===== src/rtl/bus_arbiter.sv =====
// Round-robin bus arbiter with a one-cycle turnaround between grants; all outputs registered.
// Define BUS_ARB_TIMEOUT_EN to revoke a grant held for MAX_TENURE cycles while another requester waits.
module bus_arbiter #(
    parameter int N_REQ      = 4,
    parameter int MAX_TENURE = 8
) (
    input  logic                     clk,
    input  logic                     reset,
    input  logic [N_REQ-1:0]         req,
    output logic [N_REQ-1:0]         ack,
    output logic [$clog2(N_REQ)-1:0] grant_id,
    output logic                     bus_busy,
    output logic                     timeout
);
    localparam int W = $clog2(N_REQ);

    if (N_REQ < 2 || N_REQ > 8 || MAX_TENURE < 1 || MAX_TENURE > 255) begin : g_bad_param
        $error("bus_arbiter: parameter out of range");
    end

    typedef enum logic [1:0] {IDLE, GRANT, RELEASE} state_t;

    state_t         state;
    logic [W-1:0]   last_owner;
    logic           pick_vld;
    logic [W-1:0]   pick_idx;
    logic [W-1:0]   cand;
    int             idx;

    // Walk offsets from N_REQ down to 1 so the nearest requester after last_owner wins.
    always_comb begin
        pick_vld = 1'b0;
        pick_idx = '0;
        idx      = 0;
        cand     = '0;
        for (int i = N_REQ; i >= 1; i--) begin
            idx  = (int'(last_owner) + i) % N_REQ;
            cand = W'(idx);
            if (req[cand]) begin
                pick_vld = 1'b1;
                pick_idx = cand;
            end
        end
    end

`ifdef BUS_ARB_TIMEOUT_EN
    localparam logic [7:0] TENURE_LIM = 8'(MAX_TENURE);
    logic [7:0] tenure;
    logic       rivals;

    assign rivals = |(req & ~ack);
`else
    assign timeout = 1'b0;
`endif

    always_ff @(posedge clk or posedge reset) begin
        if (reset) begin
            state      <= IDLE;
            ack        <= '0;
            grant_id   <= '0;
            bus_busy   <= 1'b0;
            last_owner <= W'(N_REQ - 1);
`ifdef BUS_ARB_TIMEOUT_EN
            tenure     <= 8'd0;
            timeout    <= 1'b0;
`endif
        end else begin
`ifdef BUS_ARB_TIMEOUT_EN
            timeout <= 1'b0;
`endif
            case (state)
                IDLE: begin
                    if (pick_vld) begin
                        ack      <= {{(N_REQ-1){1'b0}}, 1'b1} << pick_idx;
                        grant_id <= pick_idx;
                        bus_busy <= 1'b1;
                        state    <= GRANT;
`ifdef BUS_ARB_TIMEOUT_EN
                        tenure   <= 8'd1;
`endif
                    end
                end
                GRANT: begin
                    if (!req[grant_id]) begin
                        ack        <= '0;
                        grant_id   <= '0;
                        bus_busy   <= 1'b0;
                        last_owner <= grant_id;
                        state      <= RELEASE;
`ifdef BUS_ARB_TIMEOUT_EN
                        tenure     <= 8'd0;
                    end else if (tenure == TENURE_LIM && rivals) begin
                        ack        <= '0;
                        grant_id   <= '0;
                        bus_busy   <= 1'b0;
                        last_owner <= grant_id;
                        state      <= RELEASE;
                        tenure     <= 8'd0;
                        timeout    <= 1'b1;
                    end else if (tenure != TENURE_LIM) begin
                        tenure     <= tenure + 8'd1;
`endif
                    end
                end
                RELEASE: state <= IDLE;
                default: state <= IDLE;
            endcase
        end
    end
endmodule


===== config.mk =====
export PLATFORM = sky130hd
export DESIGN_NAME = bus_arbiter
export DESIGN_NICKNAME = d
export VERILOG_FILES = /design/src/rtl/bus_arbiter.sv
export SDC_FILE = /design/constraint.sdc
export NUM_CORES = 1
export LEC_CHECK = 0
export ABC_AREA = 1
export CORE_MARGIN = 5
export CORE_UTILIZATION = 49
export DETAILED_ROUTE_END_ITERATION = 8
export HOLD_SLACK_MARGIN = 0.06
export PLACE_DENSITY_LB_ADDON = 0.05
export SYNTH_ARGS = -nofsm -noshare
export SYNTH_HDL_FRONTEND = slang
export SYNTH_SLANG_ARGS = --single-unit

===== constraint.sdc =====
create_clock -name clk -period 1.9 [get_ports clk]
set_clock_uncertainty 0.15 [all_clocks]
set_input_delay 0.38 -clock clk [delete_from_list [all_inputs] [get_ports clk]]
set_output_delay 0.38 -clock clk [all_outputs]
set_load 0.02 [all_outputs]

== Word-level counts from Yosys, hierarchy flattened ==
Cells that the tools add are included.
Operators by class
  eq/ne operators: 3
  add/sub/neg operators: 4
  multiplexer cells: 30
  shifts and indexed selects: 1
  reduce and logical (&&, ||, !) cells: 5
  order comparisons: 5
  bitwise gates (word level): 1
Operators with widths (number)
  2-to-1 mux 2 bit: 8
  < comparator 2 x 3 -> 1 bit, second input constant: 5
  2-to-1 mux 1 bit: 11
  binary-select mux 1 bit (select 2 bit): 5
  2-to-1 mux 4 bit: 2
  one-hot mux 2 bit (2 select lines): 2
  one-hot mux 4 bit (2 select lines): 1
  adder 2 x 1 -> 2 bit, second input constant: 2
  adder 2 bit, second input constant: 2
  inequality test 2 bit, second input constant: 2
  AND reduction 2 bit: 2
  << shifter 1 x 2 -> 4 bit, first input constant: 1
  AND reduction 3 bit: 1
  equality test 2 x 1 -> 1 bit, second input constant: 1
  logical NOT 2 bit: 1
  one-hot mux 1 bit (2 select lines): 1
  nonzero test 2 bit: 1
  inverter 1 bit: 1
Storage, ports and cells
  word-level logic and storage cells: 54
  input port bits: 6
  output and inout port bits: 8
  bits in registers: 11

== Depth between registers and ports, before layout ==
  word-level depth: 10
  gate-level depth with buffers: 12
  depth with buffers taken out: 12

== Worst setup path after synthesis ==
OpenSTA, ideal clock, no wires.
  kind: reg-to-reg
  start: reg last_owner[0]
  end: reg ack[0]
  path slack: 0.348 ns
  path buffers: 0
  data required time: 1.634 ns
  clock period less this slack: 1.552 ns
  setup time: 0.116 ns
  data arrival time: 1.286 ns
  stages on the path, launching flop included: 11
  path through: dfstp_2 inv_2 nand2_1 nand2_1 and2_4 nor2_1 nand3_1 nand2_2 inv_1 nand2_1 nand2_1
Between the ends
  word-level cells in the longest chain between the ends: 10
  elaborated cells on any way between the ends: 25
  classes of those cells: add/sub (4); eq/ne (1); shift (1); mux (18); reduce/logical (1)
Ends and longest elaborated chain
  start: declaration: RTL line 24  | logic [W-1:0] last_owner;
  start signal: assignment: RTL line 62  | last_owner <= W'(N_REQ - 1);
  start signal: assignment: RTL line 88  | last_owner <= grant_id;
  adder 2 x 1 -> 2 bit: RTL line 37  | idx = (int'(last_owner) + i) % N_REQ;
  binary-select mux 1 bit (select 2 bit): RTL line 39  | if (req[cand]) begin
  2-to-1 mux 1 bit (not written as such): RTL line 39
  2-to-1 mux 2 bit (4 in a row): RTL line 39
  << shifter 1 x 2 -> 4 bit: RTL line 74  | ack <= {{(N_REQ-1){1'b0}}, 1'b1} << pick_idx;
  2-to-1 mux 4 bit: RTL line 73  | if (pick_vld) begin
  one-hot mux 4 bit (2 select lines): RTL line 71  | case (state)
  end signal: assignment: RTL line 74
  end: declaration: RTL line 10  | output logic [N_REQ-1:0] ack,
Parallel ways exist; a longest one is shown, timed or not. The select of a mux whose other input is x is not followed.
A chain may end at the register's enable or synchronous reset.

== Final worst setup path ==
  start: reg grant_id[1]
  end: out grant_id[1]
RTL lines
  start: declaration: RTL line 11  | output logic [$clog2(N_REQ)-1:0] grant_id,
  start signal: assignment: RTL line 75  | grant_id <= pick_idx;
No word-level cell between the ends.

==> results.yml <==
outcome:
  status: "completed"
final_layout:
  fin_nets: 135
  drive_gt1_frac: 0.164
  utilization: 0.683
  n_fill_cell: 129
  syn_to_final_growth_pct: 27.7
  antenna_cells: 0
  final_cells: 143
logic_synthesis:
  ys_warn_count: 0
  synth_top_cell_area_share: 0.312
  synth.largest_area_cell: "dfrtp_1"
  yosysUniqueCellTypes: 19
  ys_ff_latch: 11
  synth_area_um2: 722
  ys_top_cells_by_area: "dfrtp_1 31%, nand2_1 25%, inv_1 8.3%"
  syn_inst: 109
  ys_seq_area_frac: 0.385
  syn-num-nets: 115
  postSynthAreaPerCell_um2: 6.62
timing:
  rsz0062_at_grt: "no"
  fin_crit_sh: 0.964
  period_needed_ns: 1.83
  fin_ws_ns: 0.0676
  finalMaxSlewViolations: 0
  setup-violations-final: 0
  max_freq_ghz: 0.546
  hold_violations: 0
routing:
  finalWirelength_um: 1460
  drcViolationCount: 0
  via_count: 688
  wl_per_cell_um: 10.2
  drt_iter0_markers: 41
  ant_nets: 0
  via_per_inst: 4.81
  first_pass_iters: 4
die:
  coreArea_mm2: 0.00135
  dieArea_mm2: 0.00234
  rows: 13
  die_h_um: 48.4
  start_util: 0.535
  die_w_um: 48.4
  io_pins: 14
grt:
  grt_pass1_wl_um: 2590
  grtUsageTotal: 0.138
  grt_pass1_vias: 606
  overflow: 0
  grt_max_degree: 12
  antenna_found_initial: 0
worst_setup_path:
  crit_type: "reg -> out"
  crit_fanout: 4
  cp_slowest_cell: "clkdlybuf4s50_1"
  end_kind: "output pin"
  cp.arrival_ns: 1.30
  path_cells: "clkdlybuf4s50_1"
  max_stage_delay_ns: 0.63
  cp_num_buf_inv: 1
  required_ns: 1.37
  start_kind: "flip-flop"
  cp_top_family: "buffers and inverters"
clock_network:
  htreeDepth: 1
  clk_pin_slew_ns: 0.07
  cts_resized: 0
  cts_tree: "done"
  clkSinkCount: 11
  insertion_delay_ns: 0.26
  cts_max_path_buffers: 2
  cts_buffers: 3
  clockRootBuffer: "clkbuf_4"
power:
  vdd.ir_drop.worst_mv: 0.827
  power.density_mw_per_mm2: 1620
  leakage_nw: 0.520
  power_mw: 1.49
placement:
  post-place-ws_ns: -0.0243
  place_congestion: 0.825
  dp_cells: 138
  hpwl_um: 1130
  port_buffers: 12
run:
  drv_cap: 0
worst_hold_path:
  hold_class: "in -> async"
[cells by family after synthesis]
| group | Yosys count | synth area share |
|---|---|---|
| other cells | 1 | 0.00519 |
| flops | 11 | 0.385 |
| simple gates | 70 | 0.440 |
| buf+inv | 20 | 0.116 |
| compound gates | 7 | 0.0537 |
[worst paths after layout]
check | cells past startpoint | slack, ns | end | start
max in group asynchronous | 2 | 1.04 | last_owner[0] | reset
worst max register to register | 10 | 0.23 | ack[0] | last_owner[0]
worst min register to register | 2 | 0.33 | ack[3] | ack[3]
min in group clk | 2 | 0.33 | ack[3] | ack[3]
worst max-delay path | 1 | 0.07 | grant_id[1] | grant_id[1]
worst min-delay path | 2 | 0.24 | grant_id[1] | reset
[metrics by stage]
step           TNS [ns]  area, um2  hold WS, ns
3_3_place_gp          0        876        0.305
5_1_grt               0        922        0.271
3_5_place_dp    -0.0259        876        0.314
2_1_floorplan         0        722       0.0810
4_1_cts               0        902        0.250
6_report              0        922        0.242
[cell type report]
| type | instances | area [um2] | area share |
|---|---|---|---|
| Clock buffer | 4 | 26.3 | 0.0285 |
| Inverter | 19 | 76.3 | 0.0828 |
| Multi-Input combinational cell | 78 | 360 | 0.391 |
| Sequential cell | 11 | 278 | 0.301 |
| Tap cell | 15 | 18.8 | 0.0204 |
| Timing Repair Buffer | 16 | 163 | 0.176 |
[cell usage after synthesis (all sizes together)]
| cell type | number |
|---|---|
| nand2 | 54 |
| inv | 17 |
| nand3 | 10 |
| dfrtp | 9 |
| nor2 | 5 |
| o21ai | 5 |
| a21oi | 2 |
| clkinv | 2 |
| dfstp | 2 |
| and2 | 1 |
| buf | 1 |
| conb | 1 |
[flip-flops by register name, indices dropped and copies added (netlist names)]
register,count
bus_busy,1
ack,4
state,2
grant_id,2
last_owner,2
[what timing repair did]
| action | 4_1_cts | 5_1_grt |
|---|---|---|
| setup buffers | 0 | 1 |
| endpoints found under the setup margin | 0 | 1 |
| hold buffers | 0 | 0 |
[layout by cell type, fill, tap and decap left out]
| cell type | instances |
|---|---|
| o21ai_0 | 4 |
| dfrtp_1 | 9 |
| clkinv_4 | 1 |
| nand3_1 | 8 |
| clkinv_1 | 1 |
| and2_4 | 1 |
| conb_1 | 1 |
| nand2_4 | 1 |
| clkbuf_1 | 1 |
| clkbuf_4 | 3 |
| clkdlybuf4s50_1 | 12 |
| inv_2 | 1 |
| nand3_4 | 1 |
| nor2_1 | 5 |
| nand2_2 | 5 |
| inv_1 | 16 |
| buf_12 | 1 |
| a21oi_1 | 2 |
| nand2_1 | 48 |
| dfstp_2 | 2 |
| buf_4 | 3 |
| o21ai_2 | 1 |
| nand3_2 | 1 |
[where the power goes]
group | switching (mW) | internal (mW)
registers | 0.0555 | 0.336
clock network | 0.0723 | 0.0811
logic | 0.571 | 0.378
[worst register-to-register path: cells and delay by family (launching register included)]
kind                   cells  cell delay (ns)
flip-flops                 1             0.57
buffers and inverters      2             0.14
AND/OR/NAND/NOR            8             0.72
[routing by layer]
metal	part of all wire	GRT usage	wire, um	vias to the layer above
met5	0	0	0	-
met4	0.017	0.0691	25	0
met1	0.47	0.178	690	300
met2	0.45	0.198	653	17
met3	0.064	0.0520	94	5
li1	-	-	-	366
No activity file was read; power rests on OpenSTA's default activity.
